--- src/rtl/dlx_rf_write_arbiter_if.sv ---
// dlx_rf_write_arbiter_if
//   Bundles the two writeback request channels and the registered register-file
//   write port of the DLX writeback arbiter.
//   Signals:
//     req0_valid/req0_rd/req0_data/req0_ready  ALU writeback channel (valid/ready)
//     req1_valid/req1_rd/req1_data/req1_ready  load-unit writeback channel (valid/ready)
//     RegWrite/rd/write_data                   registered RF write port
//     wr_count                                 count of committed (rd != 0) writes
//   Modports:
//     master  requester / RF side (drives requests, observes readies and RF port)
//     slave   arbiter side
interface dlx_rf_write_arbiter_if #(
  parameter int DATA_W = 32,
  parameter int ADDR_W = 5,
  parameter int CNT_W  = 16
);

  logic              req0_valid;
  logic [ADDR_W-1:0] req0_rd;
  logic [DATA_W-1:0] req0_data;
  logic              req0_ready;

  logic              req1_valid;
  logic [ADDR_W-1:0] req1_rd;
  logic [DATA_W-1:0] req1_data;
  logic              req1_ready;

  logic              RegWrite;
  logic [ADDR_W-1:0] rd;
  logic [DATA_W-1:0] write_data;
  logic [CNT_W-1:0]  wr_count;

  modport master (
    output req0_valid, req0_rd, req0_data,
    output req1_valid, req1_rd, req1_data,
    input  req0_ready, req1_ready,
    input  RegWrite, rd, write_data, wr_count
  );

  modport slave (
    input  req0_valid, req0_rd, req0_data,
    input  req1_valid, req1_rd, req1_data,
    output req0_ready, req1_ready,
    output RegWrite, rd, write_data, wr_count
  );

endinterface

--- src/rtl/dlx_rf_write_arbiter.sv ---
// dlx_rf_write_arbiter
//   Shares the single register-file write port between the ALU (port 0) and the
//   load unit (port 1). Grants are round-robin and combinational; the accepted
//   write is registered and shown on RegWrite/rd/write_data one cycle later.
//   Writes to r0 are acknowledged but never raise RegWrite. wr_count counts
//   committed (rd != 0) writes and wraps.
//   Ports:
//     clock    rising-edge clock
//     reset    synchronous, active-low reset
//     wb_hold  1 = issue no grants this cycle (registered write still completes)
//     bus      dlx_rf_write_arbiter_if.slave: request channels + RF write port
module dlx_rf_write_arbiter #(
  parameter int DATA_W = 32,
  parameter int ADDR_W = 5,
  parameter int CNT_W  = 16
) (
  input  logic                         clock,
  input  logic                         reset,
  input  logic                         wb_hold,
  dlx_rf_write_arbiter_if.slave        bus
);

  typedef enum logic {
    PORT0 = 1'b0,
    PORT1 = 1'b1
  } port_e;

  port_e             last_grant_q, last_grant_d;
  logic              reg_write_q, reg_write_d;
  logic [ADDR_W-1:0] rd_q, rd_d;
  logic [DATA_W-1:0] write_data_q, write_data_d;
  logic [CNT_W-1:0]  wr_count_q, wr_count_d;

  logic              grant0;
  logic              grant1;
  logic              xfer;
  logic [ADDR_W-1:0] sel_rd;
  logic [DATA_W-1:0] sel_data;

  // Grant logic. Reset and hold both suppress grants; on a tie the port that
  // did not win last time goes, so a continuously valid port waits at most
  // one cycle.
  always_comb begin
    grant0 = 1'b0;
    grant1 = 1'b0;
    if (reset && !wb_hold) begin
      if (bus.req0_valid && bus.req1_valid) begin
        if (last_grant_q == PORT1) begin
          grant0 = 1'b1;
        end else begin
          grant1 = 1'b1;
        end
      end else if (bus.req0_valid) begin
        grant0 = 1'b1;
      end else if (bus.req1_valid) begin
        grant1 = 1'b1;
      end
    end
  end

  // A grant is only ever given to a valid port, so any grant is a transfer.
  always_comb begin
    xfer     = grant0 || grant1;
    sel_rd   = grant1 ? bus.req1_rd   : bus.req0_rd;
    sel_data = grant1 ? bus.req1_data : bus.req0_data;
  end

  // Next-state for the registered write port, round-robin pointer and
  // commit counter. Without a transfer the index/data hold and RegWrite drops.
  always_comb begin
    last_grant_d = last_grant_q;
    reg_write_d  = 1'b0;
    rd_d         = rd_q;
    write_data_d = write_data_q;
    wr_count_d   = wr_count_q;
    if (xfer) begin
      last_grant_d = grant1 ? PORT1 : PORT0;
      rd_d         = sel_rd;
      write_data_d = sel_data;
      // r0 writes are acknowledged but never committed
      reg_write_d  = (sel_rd != '0);
    end
    if (reg_write_d) begin
      wr_count_d = wr_count_q + CNT_W'(1);
    end
  end

  // State registers; reset drops any registered write and re-arms port 0
  // to win the first tie.
  always_ff @(posedge clock) begin
    if (!reset) begin
      last_grant_q <= PORT1;
      reg_write_q  <= 1'b0;
      rd_q         <= '0;
      write_data_q <= '0;
      wr_count_q   <= '0;
    end else begin
      last_grant_q <= last_grant_d;
      reg_write_q  <= reg_write_d;
      rd_q         <= rd_d;
      write_data_q <= write_data_d;
      wr_count_q   <= wr_count_d;
    end
  end

  // Output drive
  always_comb begin
    bus.req0_ready = grant0;
    bus.req1_ready = grant1;
    bus.RegWrite   = reg_write_q;
    bus.rd         = rd_q;
    bus.write_data = write_data_q;
    bus.wr_count   = wr_count_q;
  end

endmodule

--- src/flat_wrapper.sv ---
// flat-port wrapper written by rule: the top's interface ports become plain ports
module dlx_rf_write_arbiter_flat 
#(
  parameter int DATA_W = 32,
  parameter int ADDR_W = 5,
  parameter int CNT_W  = 16
)
  (clock, reset, wb_hold, bus_req0_valid, bus_req0_rd, bus_req0_data, bus_req1_valid, bus_req1_rd, bus_req1_data, bus_req0_ready, bus_req1_ready, bus_RegWrite, bus_rd, bus_write_data, bus_wr_count);
  dlx_rf_write_arbiter_if #(.DATA_W(DATA_W), .ADDR_W(ADDR_W), .CNT_W(CNT_W)) bus_i ();
  input  logic clock;
  input  logic reset;
  input  logic wb_hold;
  input wire logic [$bits(bus_i.req0_valid)-1:0] bus_req0_valid;
  input wire logic [$bits(bus_i.req0_rd)-1:0] bus_req0_rd;
  input wire logic [$bits(bus_i.req0_data)-1:0] bus_req0_data;
  input wire logic [$bits(bus_i.req1_valid)-1:0] bus_req1_valid;
  input wire logic [$bits(bus_i.req1_rd)-1:0] bus_req1_rd;
  input wire logic [$bits(bus_i.req1_data)-1:0] bus_req1_data;
  output wire logic [$bits(bus_i.req0_ready)-1:0] bus_req0_ready;
  output wire logic [$bits(bus_i.req1_ready)-1:0] bus_req1_ready;
  output wire logic [$bits(bus_i.RegWrite)-1:0] bus_RegWrite;
  output wire logic [$bits(bus_i.rd)-1:0] bus_rd;
  output wire logic [$bits(bus_i.write_data)-1:0] bus_write_data;
  output wire logic [$bits(bus_i.wr_count)-1:0] bus_wr_count;
  assign bus_i.req0_valid = bus_req0_valid;
  assign bus_i.req0_rd = bus_req0_rd;
  assign bus_i.req0_data = bus_req0_data;
  assign bus_i.req1_valid = bus_req1_valid;
  assign bus_i.req1_rd = bus_req1_rd;
  assign bus_i.req1_data = bus_req1_data;
  assign bus_req0_ready = bus_i.req0_ready;
  assign bus_req1_ready = bus_i.req1_ready;
  assign bus_RegWrite = bus_i.RegWrite;
  assign bus_rd = bus_i.rd;
  assign bus_write_data = bus_i.write_data;
  assign bus_wr_count = bus_i.wr_count;
  dlx_rf_write_arbiter #(.DATA_W(DATA_W), .ADDR_W(ADDR_W), .CNT_W(CNT_W)) u_core (.clock(clock), .reset(reset), .wb_hold(wb_hold), .bus(bus_i));
endmodule
--- config.mk ---
export PLATFORM = sky130hd
export DESIGN_NAME = dlx_rf_write_arbiter_flat
export DESIGN_NICKNAME = d
export VERILOG_FILES = /design/src/rtl/dlx_rf_write_arbiter_if.sv /design/src/rtl/dlx_rf_write_arbiter.sv /design/src/flat_wrapper.sv
export SDC_FILE = /design/constraint.sdc
export NUM_CORES = 1
export LEC_CHECK = 0
export ABC_AREA = 1
export CORE_UTILIZATION = 30
export CTS_CLUSTER_DIAMETER = 60
export CTS_CLUSTER_SIZE = 20
export DETAILED_ROUTE_END_ITERATION = 6
export MAX_ROUTING_LAYER = met4
export PLACE_DENSITY = 0.71
export SYNTH_ARGS = -nofsm -noshare
export SYNTH_HDL_FRONTEND = slang
export SYNTH_SLANG_ARGS = --single-unit
--- constraint.sdc ---
create_clock -name clock -period 2.6 [get_ports clock]
set_input_delay 0.39 -clock clock [delete_from_list [all_inputs] [get_ports clock]]
set_output_delay 0.39 -clock clock [all_outputs]
set_load 0.005 [all_outputs]
==> results of run 1 <==
-- worst register-to-register path, delay by kind of cell, from the launching register on --
family / cells / cell delay, ps
buffers and inverters: 2 / 500
AND/OR/NAND/NOR: 10 / 830
flip-flops: 1 / 320
-- placed cells by master (no fill, tap or decap) --
master / synthesis / routed
buf_12: 0 / 2
clkbuf_8: 0 / 6
nor4_1: 1 / 1
o21ai_2: 1 / 1
and3_1: 1 / 1
a21oi_1: 15 / 15
buf_4: 2 / 6
clkdlybuf4s50_1: 0 / 133
buf_2: 8 / 1
nor3_1: 1 / 1
ha_1: 1 / 1
nand4_2: 1 / 1
inv_2: 4 / 4
nand3_1: 55 / 55
inv_1: 60 / 60
nor2_1: 36 / 36
o211ai_1: 38 / 38
nor2_4: 1 / 1
clkinv_2: 0 / 1
nand4_1: 5 / 5
o21ai_0: 3 / 3
dfxtp_1: 55 / 55
nand2_1: 115 / 115
-- layer usage --
layer	part of all wire (%)	up-vias	track usage [%]
met1	44	1307	19.87
met4	1.2	0	3.613
met3	8.6	7	4.868
li1	-	1590	-
met5	0	-	-
met2	46	107	28.60
-- cell families after synthesis --
family,share of synthesized area (%)
AO/OA/AOI/OAI,13.88
adder cells (fa/ha/maj),0.4520
buffers and inverters,12.84
flip-flops,39.78
AND/OR/NAND/NOR,33.05
-- stage by stage --
| stage | area [um^2] | setup slack (ps) | util [%] | hold WS, ps | total power [mW] |
|---|---|---|---|---|---|
| after floorplan | 2768 | 1006 | - | 485.8 | 1.062 |
| after global placement | 4209 | 289.5 | 47.80 | 478.0 | 1.294 |
| after detailed placement | 4209 | 249.3 | 47.80 | 486.3 | 1.299 |
| final | 4297 | 246.2 | 48.79 | 504.7 | 1.757 |
| after CTS | 4297 | 249.4 | 48.79 | 511.7 | 1.789 |
| after global routing | 4297 | 171.7 | 48.79 | 530.7 | 1.858 |
-- area by class of cell --
type	count	area [um^2]	area share, %
inverter	64	240.2	5.591
sequential	55	1101	25.63
clock buffer	6	82.58	1.922
tap	108	135.1	3.145
multi-input combinational	274	1311	30.52
clock inverter	1	5.005	0.1165
timing repair buffer	142	1421	33.08
-- registers in the layout, indices dropped and copies added (netlist names) --
| name | flops |
|---|---|
| u_core.bus.RegWrite | 1 |
| u_core.bus.rd | 5 |
| u_core.bus.wr_count | 16 |
| u_core.bus.write_data | 32 |
| u_core.last_grant_q | 1 |
-- worst min path at each step --
stage | start | to | slack, ps | depth (start not counted)
floorplan | u_core.last_grant_q | u_core.last_grant_q | 490 | 2
global placement | u_core.bus.write_data[11] | u_core.bus.write_data[11] | 480 | 2
finish | u_core.bus.write_data[19] | u_core.bus.write_data[19] | 500 | 2
global route | u_core.bus.rd[0] | u_core.bus.rd[0] | 530 | 2
CTS | u_core.bus.write_data[0] | u_core.bus.write_data[0] | 510 | 2
detailed placement | u_core.bus.write_data[18] | u_core.bus.write_data[18] | 490 | 2
-- power by group --
group | switching [mW] | total, mW | internal (mW)
combinational | 0.145 | 0.372 | 0.226
clock | 0.268 | 0.478 | 0.210
sequential | 0.0235 | 0.907 | 0.883
==> metrics.md, run 1 <==
| Metric | Value |
|---|---|
| Port Buffers | `134` |
| Setup bufs post-CTS | `0` |
| Io pins | `135` |
| Vias in the first global route | `2844` |
| Reg-to-Reg End | `u_core.bus.wr_count[2]` |
| GPL Wtd Cong | `0.8240` |
| Drt drc | `8` |
| Largest net degree at the start of global routing | `50` |
| Initial antenna violation count | `0` |
| Max clock buf depth | `2` |
| Overflow after GRT | `0` |
| Final HPWL DP | `5876 um` |
| Final antenna-violating net count | `0` |
| Clk slew on worst S/H paths | `90 ps` |
| Peak supply drop | `225.0 uV` |
| Row count | `34` |
| Post-CTS Resized | `0` |
| Fmax | `0.4248 GHz` |
| Violated checks | `DRC` |
| Die area | `9614 um^2` |
| Cell Chain, Critical Path | `clkdlybuf4s50_1 > nand4_2 > inv_2 > clkdlybuf4s50_1` |
| DR WL/cell | `11.88 um` |
| Crit-path max FO | `12` |
| Filler cells | `836` |
| First-pass GRT wire length | `12900 um` |
| Routed WL | `7719 um` |
| Post-Syn Nets | `497` |
| CP startpoint | `bus_req1_valid` |
| Non-Filler Instances | `650` |
| Post-route clock period utilization | `90.53%` |
| Hold Fails Final Rpt | `0` |
| Startpoint types | `input pin` |
| Post-synth top flop | `dfxtp_1` |
| CTS tree | `yes` |
| DP Cell Count | `643` |
| Setup-failing EPs final | `0` |
| WP depth | `4` |
| Most common cell on crit path | `clkdlybuf4s50_1` |
| Crit path arrival time | `1960 ps` |
| Tightest Pin Transition | `435.4 ps` |
| DRC marker count from the first detailed-route iteration | `103` |
| CTS Sinks | `55` |
| Area grow syn2layout | `55.24%` |
| EDFF count, synth | `0` |
| DR vias | `3011` |
| Fin Setup TNS | `0 ps` |
| Max Clock Skew | `8.269 ps` |
| Worst r2r path cells | `12` |
| Die width | `98.05 um` |
| Syn. warnings | `0` |
| Max-slew violation count | `0` |
| Drt first pass iters | `7` |
| CP max-delay cell | `clkdlybuf4s50_1` |
| Area fraction of the dominant cell type after synthesis | `39.78%` |
| Synth Register Bits | `55` |
| Worst Setup End Kind | `output port` |
| Data required time at the worst endpoint | `2210 ps` |
| Worst r2r src | `u_core.last_grant_q` |
| H-tree levels | `2` |
| Via density | `4.632` |
| Register area share after synthesis | `39.78%` |
| Tmin final | `2354 ps` |
| Number of max-cap violations | `0` |
| Top-count cell post-synth | `nand2_1` |
| Post-synthesis cell type count | `22` |
| R2R Setup Slk | `860 ps` |
| Lkg Pwr | `1.947 nW` |
| Buf/Inv on CP | `3` |
| Largest area contributor in the netlist | `dfxtp_1` |
| Outcome | `finished with violations` |
| Nets | `622` |
| Starting Density | `31.43%` |
| Cts-stage hold buffer count | `0` |
| CP peak stage delay | `620 ps` |
| Die Ht | `98.05 um` |
| Share of layout cells above drive strength 1 | `4.244%` |
| Syn Std Cell Area | `2768 um^2` |
| CTS buffer count | `5` |
| Clk Latency, worst-skew pair | `300 ps` |
| Critical Path End | `bus_req1_ready` |
| P per Cell Area | `408.9 nW/um^2` |
| List of most frequent post-synthesis cells | `nand2_1 (115), inv_1 (60), dfxtp_1 (55), nand3_1 (55), o211ai_1 (38)` |
| GRT Util Overall | `16.92%` |
| Mapped Avg Cell Area | `6.637 um^2` |
| WS Path Type | `input pin to output port` |
| Synth top area cells | `dfxtp_1 (40%), nand2_1 (16%), o211ai_1 (10%), nand3_1 (9.9%), inv_1 (8.1%)` |
| Tightest Hold Check Type | `flop to flop` |
| Core box area | `8806 um^2` |
| Async SR Flop Fraction | `0%` |
| Ant diodes | `0` |
| RSZ-0062 raised after global routing | `false` |
| Post-Syn Instances | `417` |
| Max_slew headroom | `70.97%` |
| Top Family by Delay on Critical Path | `buffers and inverters` |
| Root Buffer | `clkbuf_8` |
Power figures use the tool's default switching activity.
==> inputs of run 2 (changes only) <==
- CORE_UTILIZATION: 30 -> 25
- PLACE_DENSITY: 0.71 -> 0.65
- SLEW_MARGIN: unset -> 10
- clock period: 2.6 -> 2 ns (I/O delays scaled with it)
==> run 2 against run 1 <==
Sequential share of layout area down 1.2 points. Power is 36% higher. Sequential power increased by 30%. Final cell count is 8.2% higher. The run now ends clean. Combinational power is 39% higher. Clock power up 44%. Clock-buffer cell count increased by 1. Non-clock buffer count up 20. Clock skew is 1.9 ps higher. Via count grew 5.5%. Largest power group unchanged. Utilization down 7.0 points. Flip-flop and latch count did not move. Critical path type unchanged.
==> metrics.md, run 2 (synthesized netlist as in run 1, its figures left out) <==
| Metric | Value |
|---|---|
| Outcome | `finished, final reports clean` |
| DRC marker count from the first detailed-route iteration | `98 (-4.9%)` |
| WS Path Type | `input pin to output port` |
| Final HPWL DP | `6544 um (+11%)` |
| Setup-failing EPs final | `0 (unchanged)` |
| CP peak stage delay | `500 ps (-120 ps)` |
| Io pins | `135 (unchanged)` |
| Area grow syn2layout | `63.16%` |
| Lkg Pwr | `2.049 nW (+5.3%)` |
| Clk slew on worst S/H paths | `90 ps (about the same)` |
| Vias in the first global route | `3100 (+9.0%)` |
| Largest net degree at the start of global routing | `57 (+14%)` |
| M1 WL | `3763 um (+11%)` |
| Fin Setup TNS | `0 ps (unchanged)` |
| Hold path start | `reset` |
| Starting Density | `25.64% (-5.8 points)` |
| CTS Sinks | `55 (unchanged)` |
| Cts-stage hold buffer count | `0 (unchanged)` |
| Max clock buf depth | `2 (unchanged)` |
| Drt first pass iters | `5 (-2)` |
| Via density | `4.519 (-2.4%)` |
| WP depth | `5 (+1)` |
| Worst hold path depth | `3 (+1)` |
| Most common cell on crit path | `clkdlybuf4s50_1` |
| CTS tree | `yes` |
| Top Family by Delay on Critical Path | `buffers and inverters` |
| Fmax | `0.5132 GHz` |
| Non-Filler Instances | `703 (+8.2%)` |
| Cell Chain, Critical Path | `clkdlybuf4s50_1 > inv_1 > nand4_4 > inv_4 > clkdlybuf4s50_1` |
| Most frequent cells in the layout | `clkdlybuf4s50_1 (132), nand2_1 (114), inv_1 (60), nand3_1 (55), dfxtp_1 (55)` |
| Root Buffer | `clkbuf_8` |
| DR WL/cell | `12.09 um (+1.8%)` |
| Share of layout cells above drive strength 1 | `7.993% (+3.7 points)` |
| Met2 WL | `4125 um (+15%)` |
| Clk Latency, worst-skew pair | `310 ps (about the same)` |
| Worst hold endpoint | `u_core.last_grant_q` |
| Final worst setup slack | `51.31 ps (-194.9 ps)` |
| Final antenna-violating net count | `0 (unchanged)` |
| Max_slew headroom | `68.65% (-2.3 points)` |
| P per Cell Area | `528.0 nW/um^2 (+29%)` |
| Commonest non-fill, non-tap cell in the layout | `clkdlybuf4s50_1` |
| Port Buffers | `134 (unchanged)` |
| Nets | `642 (+3.2%)` |
| R2R Setup Slk | `330 ps (-530 ps)` |
| Die width | `107.2 um (+9.3%)` |
| Overflow after GRT | `0 (unchanged)` |
| CP max-delay cell | `clkdlybuf4s50_1` |
| Worst r2r src | `u_core.bus.wr_count[0]` |
| DP Cell Count | `691 (+7.5%)` |
| Data required time at the worst endpoint | `1700 ps (-510 ps)` |
| Crit-path max FO | `6 (-6)` |
| Row count | `38 (+12%)` |
| Tightest Hold Check Type | `input pin to flop` |
| Filler cells | `1134 (+36%)` |
| Post-route clock period utilization | `97.43%` |
| CTS buffer count | `5 (unchanged)` |
| Ant diodes | `0 (unchanged)` |
| GRT Util Overall | `15.65% (-1.3 points)` |
| Initial antenna violation count | `0 (unchanged)` |
| GPL Wtd Cong | `0.8014 (-2.7%)` |
| Crit path arrival time | `1650 ps (-310 ps)` |
| H-tree levels | `2 (unchanged)` |
| First-pass GRT wire length | `14060 um (+9.0%)` |
| Largest register FFs | `32 (unchanged)` |
| Routed WL | `8496 um (+10%)` |
| Core box area | `10790 um^2 (+23%)` |
| Worst r2r path cells | `10 (-2)` |
| Tmin final | `1949 ps` |
| Max Clock Skew | `10.20 ps (+1.935 ps)` |
| Drt drc | `0 (-8)` |
| Total Power | `2.384 mW (+36%)` |
| Buf/Inv on CP | `4 (+1)` |
| Number of max-cap violations | `0 (unchanged)` |
| Placement Setup Slack | `-131.8 ps (-381.1 ps)` |
| DR vias | `3177 (+5.5%)` |
| Tightest Pin Transition | `470.3 ps (+34.87 ps)` |
| Die Ht | `107.2 um (+9.3%)` |
| Die area | `11500 um^2 (+20%)` |
| Max-slew violation count | `0 (unchanged)` |
| Reg-to-Reg End | `u_core.bus.wr_count[14]` |
| Worst Setup End Kind | `output port` |
| Max Used Layer | `met4` |
| Startpoint types | `input pin` |
| Wire length on met3 | `508 um (-24%)` |
| Hold Fails Final Rpt | `0 (unchanged)` |
| Peak supply drop | `294.4 uV (+31%)` |
==> run 2: cell count changes in the layout (fill, tap and decap cells not counted) <==
cell,before,now
buf_4,6,26
clkbuf_8,6,7
clkdlybuf4s50_1,133,132
clkinv_2,1,0
clkinvlp_4,0,1
dlygate4sd2_1,0,1
inv_2,4,3
inv_4,0,1
nand2_1,115,114
nand2_2,0,1
nand4_2,1,0
nand4_4,0,1
==> run 2: layout make-up <==
cell class / instances / area (um^2) / share of cell area, %
Inverter: 64 / 242.7 / 5.375
Clock buffer: 7 / 96.34 / 2.134
Multi-Input combinational cell: 274 / 1323 / 29.29
Clock inverter: 1 / 7.507 / 0.1663
Sequential cell: 55 / 1101 / 24.38
Tap cell: 140 / 175.2 / 3.879
Timing Repair Buffer: 162 / 1570 / 34.77
==> run 2: worst reg2reg max path: stages, from the launching register on <==
cell,delay [ps]
dfxtp_1,440
ha_1,200
nand2_1,60
inv_1,80
nand3_1,140
nor2_1,220
nand3_1,100
nor2_1,130
nand3_1,90
nand2_1,70
nor2_1,40
==> run 2: repair_timing <==
item | 4_1_cts | 5_1_grt
endpoints found under the setup margin | 2 | 1
setup buffers | 0 | 4
gates resized for setup | 4 | 0
pin swaps | 0 | 0
gates cloned | 0 | 0
==> run 2: metal layers <==
metal / vias to the layer above / GRT usage, %
met5: - / -
met4: 0 / 3.327
met3: 9 / 3.587
met2: 89 / 27.47
met1: 1449 / 18.19
li1: 1630 / -
==> run 2: worst max-delay path by stage <==
| stage | endpoint | slack (ps) | start |
|---|---|---|---|
| global route | bus_req1_ready | -3 | bus_req0_valid |
| global placement | bus_req0_ready | -90 | wb_hold |
| finish | bus_req1_ready | 50 | wb_hold |
| floorplan | u_core.bus.wr_count[5] | 500 | reset |
| CTS | bus_req1_ready | 10 | bus_req1_valid |
| detailed placement | u_core.bus.wr_count[9] | -130 | bus_req0_valid |
==> run 2: through the flow <==
stage,area (um^2),util [%],hold WS [ps]
2_1_floorplan,2768,-,485.8
3_3_place_gp,4369,40.48,477.2
3_5_place_dp,4369,40.48,485.5
4_1_cts,4486,41.56,455.5
5_1_grt,4516,41.84,482.7
6_report,4516,41.84,463.7
==> run 2: power breakdown <==
part           switching (mW)  internal (mW)  total [mW]
Sequential             0.0312           1.15        1.18
Combinational           0.201          0.316       0.517
Clock                   0.371          0.316       0.687
Total                   0.604           1.78        2.38
==> inputs of run 3 (changes only) <==
- REMOVE_ABC_BUFFERS: unset -> 1
==> run 3 against run 2 <==
Critical path depth did not move. Combinational power is 3% lower. Register-to-register slack gained 50 ps.
==> metrics.md, run 3 (synthesized netlist as in run 1, its figures left out) <==
| Metric | Value |
|---|---|
| Max-slew violation count | `0 (unchanged)` |
| Starting Density | `25.64% (unchanged)` |
| R2R Setup Slk | `380 ps (+50 ps)` |
| Largest register FFs | `32 (unchanged)` |
| Io pins | `135 (unchanged)` |
| Via density | `4.506 (-0.30%)` |
| Area grow syn2layout | `60.94%` |
| Max Clock Skew | `4.867 ps (-5.336 ps)` |
| Root Buffer | `clkbuf_8` |
| Drt first pass iters | `4 (-1)` |
| Filler cells | `1123 (-0.97%)` |
| Initial antenna violation count | `0 (unchanged)` |
| Tightest Hold Check Type | `input pin to flop` |
| Layout Utilization | `41.27% (-0.57 points)` |
| CTS Sinks | `55 (unchanged)` |
| Clk Latency, worst-skew pair | `320 ps (about the same)` |
| Total Power | `2.425 mW (+1.7%)` |
| CTS buffer count | `5 (unchanged)` |
| Final HPWL DP | `5802 um (-11%)` |
| DR vias | `3118 (-1.9%)` |
| Vias in the first global route | `3044 (-1.8%)` |
| Outcome | `finished, final reports clean` |
| Core box area | `10790 um^2 (unchanged)` |
| Multi-input gate area | `1320 um^2 (-0.19%)` |
| Placement Setup Slack | `-97.90 ps (+33.87 ps)` |
| Commonest non-fill, non-tap cell in the layout | `clkdlybuf4s50_1` |
| P per Cell Area | `544.5 nW/um^2 (+3.1%)` |
| DR WL/cell | `11.37 um (-5.9%)` |
| CTS tree | `yes` |
| Hold slack | `501.9 ps (+38.15 ps)` |
| First-pass GRT wire length | `13360 um (-5.0%)` |
| Largest net degree at the start of global routing | `39 (-32%)` |
| Max clock buf depth | `2 (unchanged)` |
| Startpoint types | `input pin` |
| Die Ht | `107.2 um (unchanged)` |
| GRT Util Overall | `15.04% (-0.61 points)` |
| Tmin final | `1920 ps (-28.66 ps)` |
| Crit-path max FO | `4 (-2)` |
| DRC marker count from the first detailed-route iteration | `130 (+33%)` |
| Max_slew headroom | `76.63% (+8.0 points)` |
| Fmax | `0.5208 GHz (+1.5%)` |
| H-tree levels | `2 (unchanged)` |
| Buf/Inv on CP | `4 (unchanged)` |
| Worst r2r path cells | `10 (unchanged)` |
| Final worst setup slack | `79.98 ps (+28.66 ps)` |
| Setup-failing EPs final | `0 (unchanged)` |
| Port Buffers | `134 (unchanged)` |
| Peak supply drop | `378.4 uV (+29%)` |
| Tightest Pin Transition | `350.6 ps (-119.7 ps)` |
| Die width | `107.2 um (unchanged)` |
| CP max-delay cell | `clkdlybuf4s50_1` |
| Nets | `632 (-1.6%)` |
| Worst Setup End Kind | `output port` |
| Worst r2r src | `u_core.bus.wr_count[0]` |
| WP depth | `5 (unchanged)` |
| Routed WL | `7866 um (-7.4%)` |
| Ant diodes | `0 (unchanged)` |
| Fin Setup TNS | `0 ps (unchanged)` |
| Cell Chain, Critical Path | `clkdlybuf4s50_1 > inv_1 > nand4_4 > inv_4 > clkdlybuf4s50_1` |
| GPL Wtd Cong | `0.7813 (-2.5%)` |
| RSZ-0062 raised after global routing | `false` |
| Seq. cell area | `1101 um^2 (unchanged)` |
| Most frequent cells in the layout | `clkdlybuf4s50_1 (133), nand2_1 (115), inv_1 (60), nand3_1 (55), dfxtp_1 (55)` |
| CP startpoint | `wb_hold` |
| Lkg Pwr | `2.002 nW (-2.3%)` |
| CP peak stage delay | `510 ps (about the same)` |
| Top Family by Delay on Critical Path | `buffers and inverters` |
| Die area | `11500 um^2 (unchanged)` |
| Critical Path End | `bus_req1_ready` |
| Final antenna-violating net count | `0 (unchanged)` |
| Drt drc | `0 (unchanged)` |
| Most common cell on crit path | `clkdlybuf4s50_1` |
| Overflow after GRT | `0 (unchanged)` |
| Row count | `38 (unchanged)` |
| Crit path arrival time | `1620 ps (-30 ps)` |
| Hold Fails Final Rpt | `0 (unchanged)` |
| WS Path Type | `input pin to output port` |
| Post-route clock period utilization | `96.00% (-1.4 points)` |
| Reg-to-Reg End | `u_core.bus.wr_count[12]` |
| Data required time at the worst endpoint | `1700 ps (about the same)` |
| Clk slew on worst S/H paths | `100 ps (about the same)` |
| Number of max-cap violations | `0 (unchanged)` |
| Share of layout cells above drive strength 1 | `5.978% (-2.0 points)` |
[run 3: changes by cell type in the layout (fill, tap and decap cells not counted), sizes merged]
cell | before | now
bufinv | 0 | 1
buf | 29 | 19
dlygate4sd2 | 1 | 0
clkbuf | 7 | 5
clkdlybuf4s50 | 132 | 133
[run 3: worst min-delay path by stage]
stage,startpoint,cells past startpoint,end,slack [ps]
after global routing,reset,3,u_core.last_grant_q,520
after CTS,reset,3,u_core.last_grant_q,440
after floorplan,reset,1,u_core.last_grant_q,400
after detailed placement,u_core.bus.write_data[14],2,u_core.bus.write_data[14],480
final,reset,3,u_core.last_grant_q,500
after global placement,u_core.bus.write_data[27],2,u_core.bus.write_data[27],480
[run 3: timing repair]
item                                    in CTS  in global routing
endpoints found under the setup margin       1                  2
hold endpoints to repair                     0                  0
pin swaps                                    1                  2
gates resized for setup                      2                  0
setup buffers                                0                  3
hold buffers                                 0                  0
[run 3: tightest hold or removal path, cell delays in order]
cell and delay (ps):
buf_2 140, buf_4 230, o211ai_1 120
[run 3: layout make-up]
class	instances	share of cell area [%]
Sequential cell	55	24.72
Timing Repair Buffer	152	33.88
Tap cell	140	3.933
Clock buffer	5	1.545
Inverter	64	5.449
Multi-Input combinational cell	274	29.63
Clock inverter	2	0.8427
[run 3: report_power, final]
group | internal (mW) | total, mW | switching (mW)
combinational | 0.308 | 0.501 | 0.193
clock | 0.367 | 0.746 | 0.379
sequential | 1.15 | 1.18 | 0.0303
total | 1.82 | 2.43 | 0.602
[run 3: stage by stage]
stage                     instances  instance area (um^2)
after floorplan                 393                  2653
after CTS                       689                  4432
final                           692                  4454
after detailed placement        682                  4314
after global placement          682                  4314
after global routing            692                  4454
[run 3: per-layer routing]
metal / share of wire (%) / global-route usage, % / up-vias / wire [um]
met3: 7.5 / 4.681 / 10 / 587
li1: - / - / 1618 / -
met2: 47 / 25.53 / 109 / 3689
met5: 0 / - / - / 0
met1: 44 / 16.69 / 1381 / 3475
met4: 1.4 / 5.088 / 0 / 113
